$ cat config.mk
export PLATFORM = sky130hd
export DESIGN_NAME = ieee754_seq_subtractor
export DESIGN_NICKNAME = d
export VERILOG_FILES = /design/src/rtl/ieee754_seq_subtractor.sv
export SDC_FILE = /design/constraint.sdc
export NUM_CORES = 1
export LEC_CHECK = 0
export CAP_MARGIN = 20
export CORE_MARGIN = 5
export CORE_UTILIZATION = 60
export DETAILED_ROUTE_END_ITERATION = 8
export PLACE_DENSITY_LB_ADDON = 0.05
export RECOVER_POWER = 100
export SLEW_MARGIN = 5
export SYNTH_ARGS = -nofsm -noshare
export SYNTH_HDL_FRONTEND = slang
export SYNTH_SLANG_ARGS = --single-unit
$ cat constraint.sdc
create_clock -name clk -period 8.4 [get_ports clk]
set_clock_uncertainty 0.15 [all_clocks]
set_input_delay 0.84 -clock clk [delete_from_list [all_inputs] [get_ports clk]]
set_output_delay 0.84 -clock clk [all_outputs]
set_load 0.02 [all_outputs]
$ cat src/rtl/ieee754_seq_subtractor.sv
// Multi-cycle IEEE754 single-precision subtractor: result = a - b.
// Operands are aligned, added and normalised in separate states. Normalisation
// moves one bit per cycle. Rounding is by truncation only, and special values
// are handled as ordinary encodings.
module ieee754_seq_subtractor #(
  parameter int XLEN = 32
) (
  input  logic            clk,
  input  logic            rst,
  input  logic            in_valid,
  output logic            in_ready,
  input  logic [XLEN-1:0] a,
  input  logic [XLEN-1:0] b,
  output logic            out_valid,
  input  logic            out_ready,
  output logic [XLEN-1:0] result
);

  typedef enum logic [2:0] {IDLE, ALIGN, ADD, NORM, DONE} state_e;

  state_e      state_q, state_d;
  logic [31:0] a_q, a_d;         // minuend
  logic [31:0] bn_q, bn_d;       // subtrahend with its sign flipped
  logic        xs_q, xs_d;       // sign of the larger-magnitude operand
  logic [7:0]  xe_q, xe_d;       // exponent of the larger-magnitude operand
  logic [23:0] xm_q, xm_d;       // larger mantissa, with the implicit 1
  logic [23:0] ym_q, ym_d;       // smaller mantissa after alignment
  logic        sub_q, sub_d;     // signs differ, so this is an effective subtract
  logic [23:0] mant_q, mant_d;
  logic [7:0]  exp_q, exp_d;
  logic        sign_q, sign_d;
  logic [4:0]  cnt_q, cnt_d;     // normalisation shift count
  logic [31:0] res_q, res_d;
  logic        ov_q, ov_d;

  // Alignment: pick the larger magnitude (a wins a tie), then shift the other mantissa
  logic        a_ge;
  logic [31:0] x_op, y_op;
  logic [7:0]  diff;
  logic [23:0] ym_full, ym_sh;
  logic [24:0] sum;

  always_comb begin
    a_ge    = a_q[30:0] >= bn_q[30:0];
    x_op    = a_ge ? a_q : bn_q;
    y_op    = a_ge ? bn_q : a_q;
    diff    = x_op[30:23] - y_op[30:23];
    ym_full = {1'b1, y_op[22:0]};
    ym_sh   = (diff >= 8'd24) ? 24'h0 : (ym_full >> diff);
    sum     = sub_q ? ({1'b0, xm_q} - {1'b0, ym_q}) : ({1'b0, xm_q} + {1'b0, ym_q});
  end

  // State and datapath registers; rst aborts any operation in flight
  always_ff @(posedge clk or posedge rst) begin
    if (rst) begin
      state_q <= IDLE;
      a_q     <= '0;
      bn_q    <= '0;
      xs_q    <= 1'b0;
      xe_q    <= '0;
      xm_q    <= '0;
      ym_q    <= '0;
      sub_q   <= 1'b0;
      mant_q  <= '0;
      exp_q   <= '0;
      sign_q  <= 1'b0;
      cnt_q   <= '0;
      res_q   <= '0;
      ov_q    <= 1'b0;
    end else begin
      state_q <= state_d;
      a_q     <= a_d;
      bn_q    <= bn_d;
      xs_q    <= xs_d;
      xe_q    <= xe_d;
      xm_q    <= xm_d;
      ym_q    <= ym_d;
      sub_q   <= sub_d;
      mant_q  <= mant_d;
      exp_q   <= exp_d;
      sign_q  <= sign_d;
      cnt_q   <= cnt_d;
      res_q   <= res_d;
      ov_q    <= ov_d;
    end
  end

  // Next-state and datapath update for each FSM state
  always_comb begin
    state_d = state_q;
    a_d     = a_q;
    bn_d    = bn_q;
    xs_d    = xs_q;
    xe_d    = xe_q;
    xm_d    = xm_q;
    ym_d    = ym_q;
    sub_d   = sub_q;
    mant_d  = mant_q;
    exp_d   = exp_q;
    sign_d  = sign_q;
    cnt_d   = cnt_q;
    res_d   = res_q;
    ov_d    = ov_q;
    case (state_q)
      IDLE: begin
        if (in_valid) begin
          a_d     = a;
          bn_d    = {~b[31], b[30:0]};
          state_d = ALIGN;
        end
      end
      ALIGN: begin
        xs_d    = x_op[31];
        xe_d    = x_op[30:23];
        xm_d    = {1'b1, x_op[22:0]};
        ym_d    = ym_sh;
        sub_d   = x_op[31] ^ y_op[31];
        state_d = ADD;
      end
      ADD: begin
        sign_d = xs_q;
        cnt_d  = '0;
        if (sum == 25'h0) begin
          res_d   = '0;
          state_d = DONE;
        end else if (sum[24]) begin
          mant_d  = sum[24:1];
          exp_d   = (xe_q == 8'hFF) ? 8'hFF : xe_q + 8'd1;
          state_d = NORM;
        end else begin
          mant_d  = sum[23:0];
          exp_d   = xe_q;
          state_d = NORM;
        end
      end
      NORM: begin
        if (!mant_q[23] && exp_q != 8'h0 && cnt_q < 5'd24) begin
          mant_d = {mant_q[22:0], 1'b0};
          exp_d  = exp_q - 8'd1;
          cnt_d  = cnt_q + 5'd1;
        end else begin
          res_d   = {sign_q, exp_q, mant_q[22:0]};
          ov_d    = 1'b1;
          state_d = DONE;
        end
      end
      DONE: begin
        // The zero shortcut arrives here one cycle early, so out_valid is raised
        // one cycle later. This keeps the latency at 3 + k.
        if (!ov_q) begin
          ov_d = 1'b1;
        end else if (out_ready) begin
          ov_d    = 1'b0;
          state_d = IDLE;
        end
      end
      default: state_d = IDLE;
    endcase
  end

  assign in_ready  = (state_q == IDLE);
  assign out_valid = ov_q;
  assign result    = res_q;

endmodule

Word-level counts from Yosys, hierarchy flattened
Cells that the tools add are included.
Storage, ports and cells
  memories kept: 0
  latch bits: 0
  register bits: 196
  bits in read-only memories: 0
  output and inout port bits: 34
  bits in writable memories: 0
Operators by class
  reductions and logical operators: 14
  $mul: 0
  multiplexer cells: 28
  equality and inequality tests: 12
  order comparisons: 3
  bitwise gates (word level): 2
  divide/modulo/power cells: 0
  add/sub/neg operators: 6
  shifts and indexed selects: 1
Operators by type and width (number)
  32-bit 2-to-1 mux: 4
  24-bit 2-to-1 mux: 4
  32-bit case mux with 2 select lines: 1
  24-bit case mux with 2 select lines: 1
  8-bit 2-to-1 mux: 4
  31-bit >= comparator: 1
  24-bit by 24-bit adder with 25-bit output: 1
  25-bit zero test: 1
  25-bit 2-to-1 mux: 1
  24-bit by 24-bit subtractor with 25-bit output: 1
  24-bit by 8-bit >> shifter with 24-bit output: 1
  8-bit case mux with 2 select lines: 1
  3-bit 2-to-1 mux: 5
  3-bit case mux with 5 select lines: 1
  2-bit inequality test, second input constant: 7
  5-bit case mux with 2 select lines: 1
  8-bit by 1-bit adder with 8-bit output, second input constant: 1
  8-bit equality test, second input constant: 1
  8-bit by 5-bit >= comparator with 1-bit output, second input constant: 1
  8-bit nonzero test: 1
  8-bit by 1-bit subtractor with 8-bit output, second input constant: 1
  8-bit subtractor: 1
  3-bit by 2-bit equality test with 1-bit output, second input constant: 2
  2-bit AND reduction: 3
  other kinds (15): 20

Longest topological paths before layout
  word-level depth: 5
  depth in mapped cells: 24

Least setup slack after synthesis
Ideal clock, no wire load.
  path type: register to register
  from: register bn_q[27]
  to: register ym_q[2]
  cell stages (with the launch flop): 21
  data arrival time: 4.700 ns
  setup time: 0.087 ns
  slack: 3.463 ns
  required time: 8.163 ns
  clock period less this slack: 4.937 ns
  path through: dfrtp_1 > inv_1 > ha_1 > buf_4 > nand4_1 > nor2_1 > a311oi_1 > o211ai_1 > nor2_2 > buf_4 > buf_2 > buf_2 > buf_1 > a22oi_1 > ha_1 > a211oi_4 > nor3_2 > or4_4 > a2111oi_4 > nand3_1 > o211ai_1
Between the ends
  word-level cells in the longest chain between the ends: 5
Ends and longest elaborated chain
  start, declared: line 23  | logic [31:0] bn_q, bn_d;
  start signal, assigned: line 73  | bn_q <= bn_d;
  31-bit >= comparator: line 44  | a_ge = a_q[30:0] >= bn_q[30:0];
  32-bit 2-to-1 mux, on equally long branches: line 45, 46
  8-bit subtractor: line 47  | diff = x_op[30:23] - y_op[30:23];
  24-bit by 8-bit >> shifter with 24-bit output or 8-bit by 5-bit >= comparator with 1-bit output (tied branches): line 49  | ym_sh = (diff >= 8'd24) ? 24'h0 : (ym_full >> diff);
  24-bit 2-to-1 mux *: line 49
  end signal, assigned: line 77  | ym_q <= ym_d;
  end, declared: line 27  | logic [23:0] ym_q, ym_d;
Every way passes the cells marked *; elsewhere a longest branch is shown, timed or not.
A chain may end at the register's enable or synchronous reset.

Worst setup path after layout
  from: register bn_q[2]
  to: register ym_q[16]
Same word-level chain as after synthesis.

==> results.yml <==
sta:
  slew_headroom: -2.42
  setup_viol: 0
  slew_violations: 273
  period_share: 0.818
  fmax_mhz: 146
  final.setup.tns_ns: 0
  period_needed_ns: 6.87
  rsz0062_at_grt: "false"
  timing_hold_violations_final: 0
  tightestPinTransition_ns: 5.11
drt:
  num_vias: 10800
  drc: 0
  ant_nets: 0
  vias_per_cell: 6.03
  first_iter_violations: 854
  wl_per_cell_um: 17.5
  dr.pass1.iters: 5
  routed_wl_um: 31400
critical_path:
  end_kind: "flip-flop"
  arrival_ns: 7.04
  critPathMaxFanout: 24
  worstSetupStartpointType: "flip-flop"
  slowest_delay_ns: 1.30
  cp.required_ns: 8.57
  slowest_stage: "nor2_1"
  path_cells: "inv_1, ha_1, a21oi_1, a21oi_1, o31ai_1, a31oi_1, nor2_1, a22oi_1, ha_1, a211oi_1, nor3_2, or4_1, a21oi_2, nand3b_1, o31ai_1"
  path_class: "reg -> reg"
clock_tree:
  cts.path.max_buffers: 2
  cts_buffers: 17
  worst_skew_pair.late_latency_ns: 0.44
  post-cts-setup-buffer-count: 0
  cts.root.buffer_cell: "clkbuf_16"
  path_clk_slew_ns: 0.08
  cts_tree: "built"
  ctsHoldBuffers: 0
  clkSinkCount: 196
  h-tree-depth: 4
  cts-resized-gates: 0
synthesis:
  synth_nets: 1568
  synth_area_leader_cell: "dfrtp_1"
  ys_types: 87
  synthFlopType: "dfrtp_1"
  synth-seq-area-share: 0.372
  syn_inst: 1438
  syn_area_per_cell_um2: 9.16
  synth_edf_count: 0
  yosysWarningCount: 0
  yosysTopAreaCellShare: 0.372
  ys_top_cells_by_area: "dfrtp_1 (37%), nand2_1 (7.0%), mux2i_1 (6.6%), ha_1 (5.8%), o21ai_0 (4.4%)"
  synthArstFlopShare: 1.00
  synthesis.area_mm2: 0.0132
  synth_common_cells: "nand2_1 (245), dfrtp_1 (196), o21ai_0 (116)"
  synth_most_common_cell: "nand2_1"
  synth_seq_cells: 196
grt:
  grt_max_degree: 118
  grt_pass1_wl_um: 52100
  grt_overflow: 0
  grt_pass1_vias: 10200
  grt_usage: 0.256
  antenna_found_initial: 0
cells_and_area:
  num_antenna_cells: 0
  nNetsFinal: 1627
  fill_cells: 1779
  area_growth_pct: 12.4
  drive_above_1_share: 0.0854
  register_area_mm2: 0.00490
  multi_input_comb_area_mm2: 0.00756
status:
  failed_checks: "capacitance limit, slew limit"
  status: "finished with violations"
floorplanning:
  die_h_um: 158
  dieArea_mm2: 0.0250
  core_mm2: 0.0218
  rows: 54
  ioPinCount: 102
  initial_core_util: 0.606
  die_x_um: 158
placed_design:
  gp_congestion: 0.907
  dpl.hpwl_um: 23200
  portBuffers: 101
run:
  drv_cap: 4
hold_path:
  hp-class: "reg -> reg"
==> metal layers <==
metal | global-route usage | routed length (um)
met4 | 0.0650 | 564
met1 | 0.369 | 14500
met3 | 0.0353 | 1680
met5 | 0 | 0
met2 | 0.411 | 14600
==> state kept, by name, indices dropped and copies added, names as in the netlist, 3 cells and up <==
signal and flops:
a_q 32, bn_q 32, cnt_q 5, exp_q 8
mant_q 24, result 32, state_q 3, xe_q 8
xm_q 24, ym_q 24
==> through the flow <==
| step | hold WS (ns) | area, um2 | instances | worst slack (ns) | util |
|---|---|---|---|---|---|
| finish | 0.329 | 14800 | 1790 | 1.53 | 0.680 |
| global route | 0.355 | 14800 | 1790 | 1.12 | 0.680 |
| CTS | 0.329 | 14900 | 1789 | 2.71 | 0.684 |
| detailed placement | 0.312 | 14300 | 1757 | 2.74 | 0.657 |
| global placement | 0.312 | 14300 | 1756 | 2.86 | 0.655 |
| floorplan | 0.289 | 13200 | 1438 | 2.07 | - |
==> layout make-up <==
| cell class | count | area share |
|---|---|---|
| Timing Repair Buffer | 119 | 0.0784 |
| Sequential cell | 196 | 0.331 |
| Multi-Input combinational cell | 1099 | 0.511 |
| Inverter | 64 | 0.0163 |
| Tap cell | 280 | 0.0237 |
| Clock inverter | 13 | 0.00980 |
| Clock buffer | 19 | 0.0299 |
==> cell usage in the layout, fill, tap and decap left out, types with 7 or more instances in the layout <==
cell type and n:
clkbuf_16 17, a211oi_1 15, nor2_1 65, buf_4 11
nand3_1 27, nor3_1 23, mux2_2 35, nor2b_1 15
nor4_1 8, a21o_1 7, ha_1 61, nand3b_1 9
dlygate4sd3_1 35, nand2b_1 8, xor2_1 9, o21ai_0 125
nand2_1 245, xnor2_1 34, a21oi_1 90, inv_1 63
a31oi_1 16, mux2i_1 87, dfrtp_1 196, a22o_1 33
clkdlybuf4s50_1 66, o211ai_1 12, o21a_1 11, mux4_2 22
o22ai_1 7, o31ai_1 11, nand4_1 11
==> critical path, delay by kind of cell, from the launching register on <==
| family | cells | cell delay, ns |
|---|---|---|
| and+or+nand+nor | 4 | 2.69 |
| AOI/OAI and AO/OA | 8 | 2.74 |
| adders and majority gates | 2 | 0.65 |
| buffers and inverters | 1 | 0.08 |
| DFF | 1 | 0.42 |
==> logic make-up after synthesis <==
| group | count (synthesis) | synth area share |
|---|---|---|
| buffers and inverters | 143 | 0.0510 |
| flip-flops | 196 | 0.372 |
| AO/OA/AOI/OAI | 385 | 0.191 |
| adder cells (fa/ha/maj) | 62 | 0.0594 |
| multiplexers | 144 | 0.134 |
| XOR/XNOR | 45 | 0.0299 |
| AND/OR/NAND/NOR | 463 | 0.163 |
==> worst paths after layout <==
| path | start | end | slack (ns) | cells after the start |
|---|---|---|---|---|
| max | bn_q[2] | ym_q[16] | 1.53 | 15 |
| min | xm_q[23] | xm_q[23] | 0.33 | 1 |
| max reg2reg | bn_q[2] | ym_q[16] | 1.53 | 15 |
| min reg2reg | xm_q[23] | xm_q[23] | 0.33 | 1 |
| max in group asynchronous | rst | mant_q[20] | 2.48 | 3 |
| min in group asynchronous | rst | result[11] | 2.26 | 2 |
Power is left out: the tool's default activity adds up to more than one toggle a clock period on the data nets, which glitch-free logic cannot reach.
